### config.mk
export PLATFORM = sky130hd
export DESIGN_NAME = picorv32_mem_bridge
export DESIGN_NICKNAME = d
export VERILOG_FILES = /design/src/rtl/picorv32_mem_pkg.sv /design/src/rtl/picorv32_mem_bridge.sv
export SDC_FILE = /design/constraint.sdc
export NUM_CORES = 1
export LEC_CHECK = 0
export ABC_CLOCK_PERIOD_IN_PS = 5100
export CAP_MARGIN = 20
export CORE_UTILIZATION = 43
export DETAILED_ROUTE_END_ITERATION = 16
export GPL_ROUTABILITY_DRIVEN = 0
export PLACE_DENSITY = 0.87
export SLEW_MARGIN = 20
export SYNTH_ARGS = -nofsm -noshare
export SYNTH_HDL_FRONTEND = slang
export SYNTH_SLANG_ARGS = --single-unit
### constraint.sdc
create_clock -name clk -period 5.1 [get_ports clk]
set_input_delay 1.02 -clock clk [delete_from_list [all_inputs] [get_ports clk]]
set_output_delay 1.02 -clock clk [all_outputs]
set_load 0.03 [all_outputs]
### src/rtl/picorv32_mem_pkg.sv
// Shared widths, FSM encoding and latency bounds for the picorv32 memory bridge.
package picorv32_mem_pkg;

    localparam int unsigned XLEN           = 32;
    localparam int unsigned WSTRB_W        = 4;
    localparam int unsigned RD_LATENCY_MIN = 1;
    localparam int unsigned RD_LATENCY_MAX = 4;
    localparam int unsigned CNT_W          = 3;

    typedef enum logic [1:0] {
        StIdle,
        StIssue,
        StWait,
        StResp
    } bridge_state_e;

endpackage

### src/rtl/picorv32_mem_bridge.sv
// Bridges the picorv32 native memory handshake to a dual-port synchronous ram:
// data on port A, instruction fetch on port B, with a fetch-override cutpoint.
module picorv32_mem_bridge
    import picorv32_mem_pkg::*;
#(
    parameter int unsigned ADDR_W     = 5,
    parameter int unsigned RD_LATENCY = 1
) (
    input  logic               clk,
    input  logic               reset,
    input  logic               mem_valid,
    input  logic               mem_instr,
    input  logic [XLEN-1:0]    mem_addr,
    input  logic [XLEN-1:0]    mem_wdata,
    input  logic [WSTRB_W-1:0] mem_wstrb,
    output logic               mem_ready,
    output logic [XLEN-1:0]    mem_rdata,
    input  logic               instr_ovr_valid,
    input  logic [XLEN-1:0]    instr_ovr,
    output logic [ADDR_W-1:0]  ram_addra,
    output logic [XLEN-1:0]    ram_dina,
    output logic [WSTRB_W-1:0] ram_wea,
    input  logic [XLEN-1:0]    ram_douta,
    output logic [ADDR_W-1:0]  ram_addrb,
    input  logic [XLEN-1:0]    ram_doutb,
    output logic               oob_err
);

    bridge_state_e      state_q;
    logic [CNT_W-1:0]   cnt_q;
    logic               is_write_q;
    logic               instr_q;
    logic               oob_q;
    logic               ovr_hit_q;
    logic [XLEN-1:0]    ovr_q;
    logic [WSTRB_W-1:0] wea_q;

    logic [ADDR_W-1:0]  req_word;
    logic               req_oob;

    assign req_word = mem_addr[ADDR_W+1:2];
    assign req_oob  = |mem_addr[XLEN-1:ADDR_W+2];

    // Mask keeps a write from committing in the first cycle reset is raised.
    assign ram_wea = reset ? '0 : wea_q;

    // Ram ports are loaded on the accept edge so they are stable for the whole ISSUE cycle.
    always_ff @(posedge clk) begin
        if (reset) begin
            state_q    <= StIdle;
            cnt_q      <= '0;
            is_write_q <= 1'b0;
            instr_q    <= 1'b0;
            oob_q      <= 1'b0;
            ovr_hit_q  <= 1'b0;
            ovr_q      <= '0;
            wea_q      <= '0;
            mem_ready  <= 1'b0;
            mem_rdata  <= '0;
            ram_addra  <= '0;
            ram_addrb  <= '0;
            ram_dina   <= '0;
            oob_err    <= 1'b0;
        end else begin
            unique case (state_q)
                StIdle: begin
                    mem_ready <= 1'b0;
                    mem_rdata <= '0;
                    if (mem_valid) begin
                        is_write_q <= |mem_wstrb;
                        instr_q    <= mem_instr;
                        oob_q      <= req_oob;
                        ovr_hit_q  <= mem_instr && instr_ovr_valid;
                        ovr_q      <= instr_ovr;
                        if (req_oob) begin
                            oob_err <= 1'b1;
                        end
                        if (|mem_wstrb) begin
                            ram_addra <= req_word;
                            ram_dina  <= mem_wdata;
                            wea_q     <= req_oob ? '0 : mem_wstrb;
                        end else if (mem_instr) begin
                            ram_addrb <= req_word;
                        end else begin
                            ram_addra <= req_word;
                        end
                        state_q <= StIssue;
                    end
                end
                StIssue: begin
                    wea_q <= '0;
                    if (is_write_q) begin
                        mem_ready <= 1'b1;
                        mem_rdata <= '0;
                        state_q   <= StResp;
                    end else begin
                        cnt_q   <= CNT_W'(RD_LATENCY - 1);
                        state_q <= StWait;
                    end
                end
                StWait: begin
                    if (cnt_q == '0) begin
                        if (oob_q) begin
                            mem_rdata <= '0;
                        end else if (ovr_hit_q) begin
                            mem_rdata <= ovr_q;
                        end else if (instr_q) begin
                            mem_rdata <= ram_doutb;
                        end else begin
                            mem_rdata <= ram_douta;
                        end
                        mem_ready <= 1'b1;
                        state_q   <= StResp;
                    end else begin
                        cnt_q <= cnt_q - 1'b1;
                    end
                end
                StResp: begin
                    mem_ready <= 1'b0;
                    mem_rdata <= '0;
                    state_q   <= StIdle;
                end
                default: state_q <= StIdle;
            endcase
        end
    end

endmodule

==> out/qor.txt, run 1 <==
run status: finished clean
synthesis-to-layout area growth: 59.56%
power per unit of standard cell area: 415.2 nW/µm²
first-pass iteration count of the detailed router: 5
clock tree skew after final layout: 0.01328 ns
hold violation count in the final report: 0
H-tree levels: 4
hold_buf cts: 0
Worst Setup Start Kind: input pin
horizontal die dimension: 110.8 µm
Async S/R FF share, synth: 0%
TritonCTS clock tree: built
Tightest Hold Check Type: flop to flop
DR vias: 5055
switching fraction of total power: 33.36%
Core Box Area: 11470 µm²
clock-pin slew on the worst setup and hold paths: 0.05 ns
P_sw: 1.125 mW
average wire length per cell after detail routing: 15.00 µm
post-route fraction of the period consumed by the critical path: 63.03%
number of synthesized flops with an enable pin: 0
Worst-Margin Slew: 1.025 ns
number of CTS-inserted buffers: 17
fin nets: 1024
Cell Area, Synth: 5090 µm²
buffer type at the clock tree root: sky130_fd_sc_hd__clkbuf_16
cell taking the most area after synthesis: sky130_fd_sc_hd__dfxtp_1
remaining design rule violation count: 0
number of max-slew violations in the final report: 0
Setup crit end kind: output port
input/output buffers: 246
later-pin clock latency in the skew report: 0.41 ns
die area: 12280 µm²
syn_area_per_cell: 8.131 µm²
post-synth net total: 801
hold path startpoint: ram_dina[19]$_SDFFE_PP0P_
Worst R2R Start: state_q[0]$_SDFFE_PP0P_
Netlist cell types: 36
wire length after detailed routing: 15060 µm
unrepaired setup endpoints after global routing: false
Post-CTS Repair Setup Buffers: 0
Via-to-Cell Ratio: 5.035
part of the power in registers: 35.8%
highest clock frequency the design can meet: 311.1 MHz
Most used DFF post-synth: sky130_fd_sc_hd__dfxtp_1
Util after Layout: 70.82%
FF+latch count, synth: 121
antenna violation net count after detailed routing: 0
final antenna diode count: 0
number of warnings reported in the yosys synthesis log: 0
count of final setup violators: 0
maximum fanout encountered on the critical timing path: 42
most frequent cells in the layout: sky130_fd_sc_hd__clkdlybuf4s50_1 (245), sky130_fd_sc_hd__nand2_1 (171), sky130_fd_sc_hd__dfxtp_1 (119), sky130_fd_sc_hd__a21oi_1 (71), sky130_fd_sc_hd__nor2_1 (50)
buffers from clock root to sink, at most: 2
total power draw: 3.372 mW
share of synthesized area occupied by flip-flops and latches: 47.59%
global-route wire length before repair: 24330 µm
Setup CP Type: input pin to output port
initial DRC count: 333
count of maximum capacitance violations: 0
most common cell after layout, fill and taps aside: sky130_fd_sc_hd__clkdlybuf4s50_1
Row Count: 39
Total Neg Setup Slack: 0 ns
area share of the largest cell type after synthesis: 47.59%
total clock sinks: 121
vias in the first global route: 5118
internal power component: 2.247 mW
gate count of the mapped netlist: 626
hold slack final: 0.4523 ns
overflow left after global routing: 0
combinational power share: 30.8%
peak supply drop: 0.0003549 V
Leakage Power: 2.905 nW
crit path time final: 3.215 ns
arrival time worst endpoint: 2.19 ns
initial standard-cell utilization of the core: 44.39%
post-DP HPWL: 10280 µm
ratio of cells with drive above 1 in the final layout: 5.343%
total routing resource utilization after global routing: 24.68%
number of antenna violations at the first check in global routing: 0
Area contributors post-synth: sky130_fd_sc_hd__dfxtp_1 (48%), sky130_fd_sc_hd__nand2_1 (13%), sky130_fd_sc_hd__mux2i_1 (8.8%), sky130_fd_sc_hd__a21oi_1 (7.0%), sky130_fd_sc_hd__a22oi_1 (4.7%)
CTS resizes: 0
clock network power share: 33.4%
height of the die: 110.8 µm
headroom to the max-slew limit: 31.67%
pin count of the biggest net entering global routing: 81
top-level port count: 249
launch point of the worst path: reset
required time of the critical path: 4.08 ns
[flip-flops by register name, indices dropped and copies added (netlist names)]
register	flops
mem_rdata	32
ovr_q	32
ram_dina	32
ram_addra	5
ram_addrb	5
wea_q	4
cnt_q	3
state_q	2
instr_q	1
is_write_q	1
mem_ready	1
oob_err	1
oob_q	1
ovr_hit_q	1
[layout make-up]
class	count	area [µm²]
repair buffers	251	2497
multi-input cells	452	2432
clock buffers	21	470.5
fillers	903	3346
well taps	143	178.9
clock inverters	10	95.09
flip-flops and latches	121	2425
inverters	6	22.52
[cell usage after synthesis, types with 5 or more instances]
cell type and count:
sky130_fd_sc_hd__a22oi_1 32, sky130_fd_sc_hd__dfxtp_1 121, sky130_fd_sc_hd__inv_1 6, sky130_fd_sc_hd__ha_1 6, sky130_fd_sc_hd__nor2b_1 6, sky130_fd_sc_hd__nor2_1 51
sky130_fd_sc_hd__nand3_1 6, sky130_fd_sc_hd__nor4_1 5, sky130_fd_sc_hd__nand2_1 171, sky130_fd_sc_hd__o21ai_0 38, sky130_fd_sc_hd__mux2i_1 45, sky130_fd_sc_hd__buf_2 14
sky130_fd_sc_hd__a21oi_1 71, sky130_fd_sc_hd__clkbuf_1 28
[cells by family (layout without fill, tap and decap cells)]
| group | Yosys count | count (layout) | synth area share [%] |
|---|---|---|---|
| DFF | 121 | 121 | 47.59 |
| AOI/OAI and AO/OA | 147 | 147 | 16.42 |
| and+or+nand+nor | 252 | 252 | 20.62 |
| xor gates and xnor gates | 2 | 2 | 0.3442 |
| adders and majority gates | 6 | 6 | 1.475 |
| muxes | 45 | 45 | 8.850 |
| buffers and inverters | 53 | 288 | 4.695 |
[layer usage]
metal  track usage (%)  vias up  share of wire, %
met4             10.22        0               2.7
met3             7.053       32               5.4
li1                  -     2555                 -
met5                 0        -                 0
met1             27.39     2294                40
met2             43.98      174                51
[metrics by stage]
stage               setup WS, ns  std cells  instance area (µm²)
floorplan                  2.399        626                 5090
global placement           1.886        973                 7556
detailed placement         1.882        973                 7556
CTS                        1.882       1004                 8122
global route               1.824       1004                 8122
finish                     1.885       1004                 8122
[worst max-delay path, stage by stage]
cell,delay (ns)
sky130_fd_sc_hd__buf_4,0.24
sky130_fd_sc_hd__nor2b_1,0.21
sky130_fd_sc_hd__clkdlybuf4s50_1,0.71
[power groups by stage]
stage                     combinational [mW]  clock (mW)  sequential [mW]
after floorplan                        0.515           0             1.34
after global placement                  1.02           0             1.22
after detailed placement                1.04           0             1.23
after CTS                               1.05        1.14             1.21
after global routing                    1.13        1.19             1.23
final                                   1.04        1.13             1.21
[path summary, 6_finish.rpt]
| check | cells after the start | slack (ns) | to |
|---|---|---|---|
| worst min register to register | 2 | 0.45 | ram_dina[19]$_SDFFE_PP0P_ |
| worst max-delay path | 3 | 1.89 | ram_wea[2] |
| worst min-delay path | 2 | 0.45 | ram_dina[19]$_SDFFE_PP0P_ |
| worst max register to register | 6 | 2.78 | ram_addrb[1]$_SDFFE_PP0P_ |
Power figures use the tool's default switching activity.
==> run 2: changes to the inputs <==
- ABC_CLOCK_PERIOD_IN_PS: 5100 -> 2800
- CORE_UTILIZATION: 43 -> 37
- PLACE_DENSITY: 0.87 -> 0.79
- clock period: 5.1 -> 2.8 ns (I/O delays scaled with it)
==> out/qor.txt, run 2 (synthesis results as in run 1) <==
first-pass iteration count of the detailed router: 5 (unchanged)
r2r setup slk: 0.70 ns (was 2.78 ns)
instance count after placement with tap cells included: 1012 (was 973)
H-tree levels: 4 (unchanged)
input/output buffers: 246 (unchanged)
min setup slack post-route: 0.5522 ns (was 1.885 ns)
pin count of the biggest net entering global routing: 93 (was 81)
crit path time final: 2.248 ns
overflow left after global routing: 0 (unchanged)
arrival time worst endpoint: 1.69 ns (was 2.19 ns)
count of final setup violators: 0 (unchanged)
Total Neg Setup Slack: 0 ns (unchanged)
maximum fanout encountered on the critical timing path: 30 (was 42)
run status: finished clean (unchanged)
Hold Path Stages: 2 (unchanged)
average wire length per cell after detail routing: 14.56 µm (was 15.00 µm)
buffer type at the clock tree root: sky130_fd_sc_hd__clkbuf_16 (unchanged)
r2r endpoint: ram_dina[7]$_SDFFE_PP0P_ (was ram_addrb[1]$_SDFFE_PP0P_)
hold_buf cts: 0 (unchanged)
Util after Layout: 61.83% (was 70.82%)
global-route wire length before repair: 24060 µm (was 24330 µm)
Worst-Margin Slew: 0.9599 ns (was 1.025 ns)
count of maximum capacitance violations: 0 (unchanged)
Setup CP Type: input pin to output port (unchanged)
antenna violation net count after detailed routing: 0 (unchanged)
initial standard-cell utilization of the core: 38.13% (was 44.39%)
ratio of cells with drive above 1 in the final layout: 6.221% (was 5.343%)
height of the die: 119.3 µm (was 110.8 µm)
clock-pin slew on the worst setup and hold paths: 0.05 ns (about the same)
peak supply drop: 0.0005411 V (was 0.0003549 V)
most frequent cells in the layout: sky130_fd_sc_hd__clkdlybuf4s50_1 (245), sky130_fd_sc_hd__nand2_1 (170), sky130_fd_sc_hd__dfxtp_1 (119), sky130_fd_sc_hd__a21oi_1 (71), sky130_fd_sc_hd__nor2_1 (50) (was sky130_fd_sc_hd__clkdlybuf4s50_1 (245), sky130_fd_sc_hd__nand2_1 (171), sky130_fd_sc_hd__dfxtp_1 (119), sky130_fd_sc_hd__a21oi_1 (71), sky130_fd_sc_hd__nor2_1 (50))
Row Count: 42 (was 39)
number of antenna violations at the first check in global routing: 0 (unchanged)
Core Box Area: 13350 µm² (was 11470 µm²)
die area: 14230 µm² (was 12280 µm²)
headroom to the max-slew limit: 35.93% (was 31.67%)
number of max-slew violations in the final report: 0 (unchanged)
R2R depth: 7 (was 6)
later-pin clock latency in the skew report: 0.41 ns (about the same)
cells traversed along the worst timing path: buf_4 -> nor2b_1 -> clkdlybuf4s50_1 (unchanged)
leading registers by flop count: mem_rdata: 32 flops, ovr_q: 32 flops, ram_dina: 32 flops (unchanged)
final antenna diode count: 0 (unchanged)
vias in the first global route: 4823 (was 5118)
post-placement worst setup slack: 0.2714 ns (was 1.882 ns)
horizontal die dimension: 119.3 µm (was 110.8 µm)
cell type of the slowest stage on the worst timing path: sky130_fd_sc_hd__clkdlybuf4s50_1 (unchanged)
CTS resizes: 0 (unchanged)
hold path startpoint: ram_dina[9]$_SDFFE_PP0P_ (was ram_dina[19]$_SDFFE_PP0P_)
Tightest Hold Check Type: flop to flop (unchanged)
Setup crit end kind: output port (unchanged)
fin nets: 1030 (was 1024)
Worst Setup Start Kind: input pin (unchanged)
power per unit of standard cell area: 764.8 nW/µm² (was 415.2 nW/µm²)
required time of the critical path: 2.24 ns (was 4.08 ns)
unrepaired setup endpoints after global routing: false (unchanged)
DR vias: 5085 (was 5055)
non-filler cells in the finished layout: 1044 (was 1004)
TritonCTS clock tree: built (unchanged)
Leakage Power: 2.969 nW (was 2.905 nW)
buffers from clock root to sink, at most: 2 (unchanged)
Worst R2R Start: state_q[0]$_SDFFE_PP0P_ (unchanged)
initial DRC count: 263 (was 333)
worst hold endpoint: ram_dina[9]$_SDFFE_PP0P_ (was ram_dina[19]$_SDFFE_PP0P_)
Post-Layout Inst Area: 8253 µm² (was 8122 µm²)
highest clock frequency the design can meet: 444.9 MHz
hold violation count in the final report: 0 (unchanged)
Post-CTS Repair Setup Buffers: 0 (unchanged)
remaining design rule violation count: 0 (unchanged)
delay of the slowest cell on the worst path: 0.72 ns (was 0.71 ns)
clock tree skew after final layout: 0.005706 ns (was 0.01328 ns)
post-route fraction of the period consumed by the critical path: 80.28%
total clock sinks: 121 (unchanged)
most common cell after layout, fill and taps aside: sky130_fd_sc_hd__clkdlybuf4s50_1 (unchanged)
number of CTS-inserted buffers: 17 (unchanged)
synthesis-to-layout area growth: 62.14% (was 59.56%)
top-level port count: 249 (unchanged)
total power draw: 6.312 mW (was 3.372 mW)
Fillers: 1196 (was 903)
Via-to-Cell Ratio: 4.871 (was 5.035)
total routing resource utilization after global routing: 21.77% (was 24.68%)
post-place instance area: 7657 µm² (was 7556 µm²)
post-DP HPWL: 10790 µm (was 10280 µm)
wire length after detailed routing: 15210 µm (was 15060 µm)
hold slack final: 0.4507 ns (was 0.4523 ns)
run 2: power breakdown:
part           switching [mW]  leakage (nW)  internal (mW)
registers               0.173         0.988           1.99
logic                    1.12          1.69          0.835
clock network           0.781         0.292           1.41
total                    2.07          2.97           4.24
run 2: worst max-delay path: cells and delay by family:
| kind | cells | cell delay, ns |
|---|---|---|
| buffers and inverters | 2 | 0.93 |
| AND/OR/NAND/NOR | 1 | 0.19 |
run 2: worst max-delay path by stage:
stage	to	from	slack (ns)	depth (start not counted)
5_1_grt	ram_dina[7]$_SDFFE_PP0P_	state_q[0]$_SDFFE_PP0P_	0.46	7
3_5_place_dp	ram_dina[25]$_SDFFE_PP0P_	mem_wstrb[2]	0.27	6
3_3_place_gp	ram_dina[25]$_SDFFE_PP0P_	mem_wstrb[2]	0.30	6
6_report	ram_wea[1]	reset	0.55	3
2_1_floorplan	ram_wea[1]	reset	1.02	2
4_1_cts	ram_wea[1]	reset	0.54	3
run 2: layout make-up:
type / count / area, µm² / area share [%]
Clock buffer: 19 / 442.9 / 5.367
Clock inverter: 13 / 152.6 / 1.850
Inverter: 6 / 22.52 / 0.2729
Multi-Input combinational cell: 452 / 2435 / 29.50
Sequential cell: 121 / 2425 / 29.38
Tap cell: 176 / 220.2 / 2.668
Timing Repair Buffer: 257 / 2555 / 30.96
run 2: routing by layer:
| layer | part of all wire [%] | routed length, µm | GRT usage [%] |
|---|---|---|---|
| met1 | 42 | 6445 | 26.20 |
| met2 | 48 | 7360 | 35.47 |
| met3 | 6.0 | 907 | 6.657 |
| met4 | 3.2 | 492 | 9.968 |
| met5 | 0 | 0 | 0 |
